File: src/rtl/pico_bus_fabric.sv
// PicoRV32 native-bus interconnect: one CPU master, N_SLV base/mask-decoded slaves,
// registered slave requests, decode/timeout error responses and a status/IRQ register.
module pico_bus_fabric #(
    parameter int unsigned          N_SLV     = 4,
    parameter logic [N_SLV*32-1:0]  SLV_BASE  = {32'h0000_8030, 32'h0000_8020, 32'h0000_8000, 32'h0000_0000},
    parameter logic [N_SLV*32-1:0]  SLV_MASK  = {32'hFFFF_FFF0, 32'hFFFF_FFF0, 32'hFFFF_FFE0, 32'hFFFF_8000},
    parameter int unsigned          TIMEOUT   = 255,
    parameter logic [31:0]          ERR_DATA  = 32'hDEAD_BEEF,
    parameter logic [31:0]          STAT_ADDR = 32'h0000_9000
) (
    input  logic                 clk,
    input  logic                 reset,
    input  logic                 m_valid,
    input  logic [31:0]          m_addr,
    input  logic [31:0]          m_wdata,
    input  logic [3:0]           m_wstrb,
    output logic                 m_ready,
    output logic [31:0]          m_rdata,
    output logic [N_SLV-1:0]     s_valid,
    output logic [31:0]          s_addr,
    output logic [31:0]          s_wdata,
    output logic [3:0]           s_wstrb,
    input  logic [N_SLV-1:0]     s_ready,
    input  logic [N_SLV*32-1:0]  s_rdata,
    output logic                 bus_err_irq
);

    typedef enum logic [1:0] {
        IDLE   = 2'd0,
        ACCESS = 2'd1,
        RESP   = 2'd2
    } state_t;

    localparam logic [15:0] CNT_LAST = 16'(TIMEOUT - 1);

    state_t             state_q;
    logic [N_SLV-1:0]   sel_q;
    logic [2:0]         idx_q;
    logic [15:0]        cnt_q;
    logic [31:0]        stat_q;
    logic               m_ready_q;
    logic [31:0]        m_rdata_q;
    logic [N_SLV-1:0]   s_valid_q;
    logic [31:0]        s_addr_q;
    logic [31:0]        s_wdata_q;
    logic [3:0]         s_wstrb_q;

    logic               is_stat;
    logic               hit_any;
    logic [2:0]         hit_idx;
    logic [N_SLV-1:0]   hit_oh;
    logic               sel_ready;
    logic [31:0]        sel_rdata;

    // Status word for a new error: sticky flag, cause, faulting slave, saturating count.
    function automatic logic [31:0] rec_err(input logic [31:0] st,
                                            input logic        tmo,
                                            input logic [2:0]  idx);
        logic [15:0] cnt;
        cnt = (st[31:16] == 16'hFFFF) ? st[31:16] : st[31:16] + 16'd1;
        return {cnt, 5'd0, idx, 6'd0, tmo, 1'b1};
    endfunction

    always_comb begin
        is_stat = (m_addr == STAT_ADDR);
        hit_any = 1'b0;
        hit_idx = '0;
        hit_oh  = '0;
        // Ascending scan with a found flag gives lowest-index priority on overlap.
        for (int unsigned i = 0; i < N_SLV; i++) begin
            if (!hit_any && ((m_addr & SLV_MASK[32*i +: 32]) == SLV_BASE[32*i +: 32])) begin
                hit_any   = 1'b1;
                hit_idx   = 3'(i);
                hit_oh[i] = 1'b1;
            end
        end
    end

    always_comb begin
        sel_ready = |(s_ready & sel_q);
        sel_rdata = '0;
        for (int unsigned i = 0; i < N_SLV; i++) begin
            if (sel_q[i]) begin
                sel_rdata = s_rdata[32*i +: 32];
            end
        end
    end

    always_ff @(posedge clk) begin
        if (reset) begin
            state_q   <= IDLE;
            sel_q     <= '0;
            idx_q     <= '0;
            cnt_q     <= '0;
            stat_q    <= '0;
            m_ready_q <= 1'b0;
            m_rdata_q <= '0;
            s_valid_q <= '0;
            s_addr_q  <= '0;
            s_wdata_q <= '0;
            s_wstrb_q <= '0;
        end else begin
            case (state_q)
                IDLE: begin
                    m_ready_q <= 1'b0;
                    if (m_valid) begin
                        s_addr_q  <= m_addr;
                        s_wdata_q <= m_wdata;
                        s_wstrb_q <= m_wstrb;
                        if (is_stat) begin
                            m_rdata_q <= stat_q;
                            if (|m_wstrb) begin
                                stat_q <= '0;
                            end
                            m_ready_q <= 1'b1;
                            state_q   <= RESP;
                        end else if (hit_any) begin
                            sel_q     <= hit_oh;
                            idx_q     <= hit_idx;
                            s_valid_q <= hit_oh;
                            cnt_q     <= '0;
                            state_q   <= ACCESS;
                        end else begin
                            m_rdata_q <= ERR_DATA;
                            stat_q    <= rec_err(stat_q, 1'b0, 3'd0);
                            m_ready_q <= 1'b1;
                            state_q   <= RESP;
                        end
                    end
                end
                ACCESS: begin
                    if (sel_ready) begin
                        m_rdata_q <= sel_rdata;
                        s_valid_q <= '0;
                        m_ready_q <= 1'b1;
                        state_q   <= RESP;
                    end else if (cnt_q == CNT_LAST) begin
                        m_rdata_q <= ERR_DATA;
                        s_valid_q <= '0;
                        stat_q    <= rec_err(stat_q, 1'b1, idx_q);
                        m_ready_q <= 1'b1;
                        state_q   <= RESP;
                    end else begin
                        cnt_q <= cnt_q + 16'd1;
                    end
                end
                RESP: begin
                    m_ready_q <= 1'b0;
                    cnt_q     <= '0;
                    state_q   <= IDLE;
                end
                default: begin
                    m_ready_q <= 1'b0;
                    s_valid_q <= '0;
                    state_q   <= IDLE;
                end
            endcase
        end
    end

    assign m_ready     = m_ready_q;
    assign m_rdata     = m_rdata_q;
    assign s_valid     = s_valid_q;
    assign s_addr      = s_addr_q;
    assign s_wdata     = s_wdata_q;
    assign s_wstrb     = s_wstrb_q;
    assign bus_err_irq = stat_q[0];

endmodule

File: config.mk
export PLATFORM = sky130hd
export DESIGN_NAME = pico_bus_fabric
export DESIGN_NICKNAME = d
export VERILOG_FILES = /design/src/rtl/pico_bus_fabric.sv
export SDC_FILE = /design/constraint.sdc
export NUM_CORES = 1
export LEC_CHECK = 0
export CAP_MARGIN = 20
export CORE_AREA = 2 2 133 135
export DETAILED_ROUTE_END_ITERATION = 10
export DIE_AREA = 0 0 135 137
export PLACE_DENSITY = 0.91
export SLEW_MARGIN = 20
export SYNTH_ARGS = -nofsm -noshare
export SYNTH_HDL_FRONTEND = slang
export SYNTH_SLANG_ARGS = --single-unit
File: constraint.sdc
create_clock -name clk -period 3.5 [get_ports clk]
set_input_delay 0.7 -clock clk [delete_from_list [all_inputs] [get_ports clk]]
set_output_delay 0.7 -clock clk [all_outputs]
set_load 0.01 [all_outputs]
==> impl_summary.md <==
Worst setup path
In this run the worst setup path terminates at m_rdata[31]. Of all nets on the critical path, the largest fanout is 34. The peak per-stage delay on the critical path is 580 ps.

The startpoint-to-endpoint class of the critical path is input port to flop. Counting cells, the worst reg-to-reg path comes to 7. The critical path goes through clkdlybuf4s50_1, or4b_1, or3_4, or4_1, buf_12, o211ai_1, a21oi_1. The worst register-to-register path ends at stat_q[31]. The critical path's slowest cell is or4_1.

The register-to-register setup slack is 740 ps. The worst setup path is launched from an input port. The element type at the critical path end is a flop. In this run the critical register-to-register path is launched from cnt_q[1]. The data required time of the worst path is 3760 ps.

In this run the worst setup path begins at m_addr[15]. Data on the critical path arrives at its endpoint at 3260 ps.

STA
Setup repair after global routing left no endpoint under its margin. The transition time at the pin with the least slew margin is 1120 ps. Derived from the worst setup path, the maximum achievable clock frequency is 333 MHz. The post-route worst hold slack is 447 ps. The post-route clock skew is 5.28 ps.

The number of hold violations in the final report is 0. The final-report setup violation count is 0. The post-route setup TNS is 0 ps.

The number of max-slew violations in the final report is 0. The period utilization is 85.8%. Measured against its own limit, the worst slew margin works out to 25.3%. The final critical path time including I/O delays and setup is 3000 ps.

Run
The number of max-cap violations is 0.

Placement
The routability congestion estimate from global placement is 0.903. The quantity of I/O buffers inserted on ports is 308. Once detailed placement completed, the half-perimeter wirelength came to 18100 um.

Logic synthesis
During synthesis, Yosys emitted a total of 0 warnings. The fraction of synthesis flops using an asynchronous set or reset pin is 0%. Yosys mapped a number of flops with a built-in enable equal to 0. The number of register bits inferred by synthesis is 149.

The post-synthesis instance area is 7250 um2. The top flip-flop cell by instance count after synthesis is dfxtp_1. In the synthesized netlist, the number of instances is 922.

The synthesized netlist contains 61 unique library cells. The synthesized netlist net count is 1128. The average footprint of a synthesized cell is 7.87 um2. After synthesis, flip-flops and latches occupy 41.1% of the total area.

Drt
The per-cell via count in the routed design is 5.68. The post-route DRC violation count is 0. Once detail routing completed, the nets flagged for antenna violations numbered 0. The routed wirelength normalized by instance count is 17.8 um. The sum of routed wire length over all layers is 25400 um. For this run, the detailed router's first-pass iteration total came to 6. The number of DRC markers after the initial detailed-route iteration is 868. The total number of vias is 8100.

Cells and area
The area added between synthesis and finish is 52.6%. The repair_antennas step left the layout with diodes totalling 0. For this run, the post-layout net count is 1397. The number of fill cells is 1372. At the end of the flow the core is filled with cells to 64.9%.

Leaving out fill and tap cells, the most frequent cell in the layout is clkdlybuf4s50_1. In the layout the commonest cells are clkdlybuf4s50_1 (307), nand2_1 (212), dfxtp_1 (147). The layout cell share with drive strength beyond 1 is 7.40%.

Global routing
The maximum number of pins on one net before global-route repair is 77. The via count of the first global-routing pass is 7576. The total grt overflow is 0. The first-pass GRT wire length is 38400 um. The number of antenna violations at the first check in global routing is 0. For this run, the total global-route usage over all layers was measured as 26.2%.

CTS
TritonCTS created 17 clock buffers. The clock insertion delay at the later pin of the skew report is 420 ps. The clock-pin slew reported for the worst setup and hold paths after clock tree synthesis is 60 ps. The H-tree depth reported by CTS is 4.

No sink is reached through more buffers than the 2 on the longest clock path. The post-CTS setup repair buffer count is 0. The TritonCTS clock tree is built. The number of gates resized after CTS was 0.

CTS saw 149 sinks. The buffer cell driving the clock tree root is clkbuf_16. The hold buffer count at CTS is 0.

Floorplanning
For this configuration, the core starts out at a cell density of 42.5%. The die span in x is 135 um. The number of rows created at floorplan is 48.

The number of primary I/O pins is 309. The die area is 18500 um2. The die extent in y is 137 um. The core region is 17100 um2.

Power
The total power density per cell area is 386 nW/um2. The cell leakage power is 3.81 nW. VDD sags by at most 0.355 mV.

Total power for the finished layout comes to 4.27 mW.

Min path
The type of the most critical hold path is flop to flop.

Outcome
The flow ran to the end, and the final reports show no timing, DRC or antenna violations.
[critical path, delay by kind of cell]
kind	cells	cell delay (ps)
compound gates	2	330
buf+inv	2	710
simple gates	3	1500
[area by class of cell]
| class | instances | area [um2] | area share [%] |
|---|---|---|---|
| inverter | 2 | 7.51 | 0.0678 |
| clock inverter | 8 | 101 | 0.916 |
| sequential | 149 | 2990 | 27.0 |
| multi-input combinational | 692 | 3920 | 35.4 |
| timing repair buffer | 329 | 3300 | 29.8 |
| tap | 225 | 282 | 2.54 |
| clock buffer | 22 | 474 | 4.29 |
[registers in the layout, indices dropped and copies added (netlist names)]
signal and cells:
m_rdata 32, s_addr 32, s_wdata 32, stat_q 20
cnt_q 16, s_valid 4, s_wstrb 4, sel_q 4
idx_q 2, state_q 2, m_ready 1
[synth_stat cells (6+ instances only)]
master       n  share of area (%)
dfxtp_1    149                 41
a211oi_1     6               0.62
a21oi_1    133                9.2
nand3_1     29                2.0
nor2_1      38                2.0
a31oi_1     14                1.2
nor3_1      20                1.4
o311ai_0    24                2.9
buf_2        7               0.48
or4_1        8               0.83
a211oi_2     6                1.0
nor2b_1     39                3.4
o21ai_0     16                1.1
o211ai_2    12                2.1
buf_1        9               0.47
nand4_1      9               0.78
a2bb2oi_1    8               0.97
a221oi_1    32                3.9
clkbuf_1    53                2.7
nor4_1       6               0.52
nand2_1    212                 11
[cells by family (layout without fill, tap and decap cells)]
| family | count (synthesis) | count (layout) | share of synthesized area (%) |
|---|---|---|---|
| simple gates | 404 | 404 | 26.5 |
| fa+ha+maj | 3 | 3 | 0.518 |
| buf+inv | 81 | 361 | 5.09 |
| compound gates | 285 | 285 | 26.8 |
| flops | 149 | 149 | 41.1 |
[power by group]
group | internal [mW] | switching [mW] | leakage [nW]
sequential | 1.77 | 0.0432 | 1.22
combinational | 0.393 | 0.275 | 2.32
clock | 1.10 | 0.687 | 0.274
total | 3.26 | 1.00 | 3.81
[worst min-delay path by stage]
stage | from | to | slack (ps) | depth (start not counted)
detailed placement | m_rdata[2] | m_rdata[2] | 440 | 2
global placement | m_rdata[6] | m_rdata[6] | 440 | 2
floorplan | idx_q[1] | idx_q[1] | 440 | 2
global route | m_rdata[0] | m_rdata[0] | 460 | 2
finish | m_rdata[6] | m_rdata[6] | 450 | 2
CTS | m_rdata[2] | m_rdata[2] | 450 | 2
[metrics by stage]
step                instances  worst slack, ps  instance area [um2]
floorplan                 922              744                 7250
global placement         1397              171                10500
detailed placement       1397              163                10500
CTS                      1427              529                11100
global route             1427              425                11100
finish                   1427              496                11100
[metal layers]
metal	share of wire [%]	vias up	GRT usage [%]	routed length, um
met3	7.8	80	7.85	1980
met1	39	3783	30.6	9900
met4	4.1	0	12.1	1040
met5	0	-	0	0
met2	49	356	44.3	12400
li1	-	3881	-	-
Note: power is estimated with default switching activity, not from simulation.
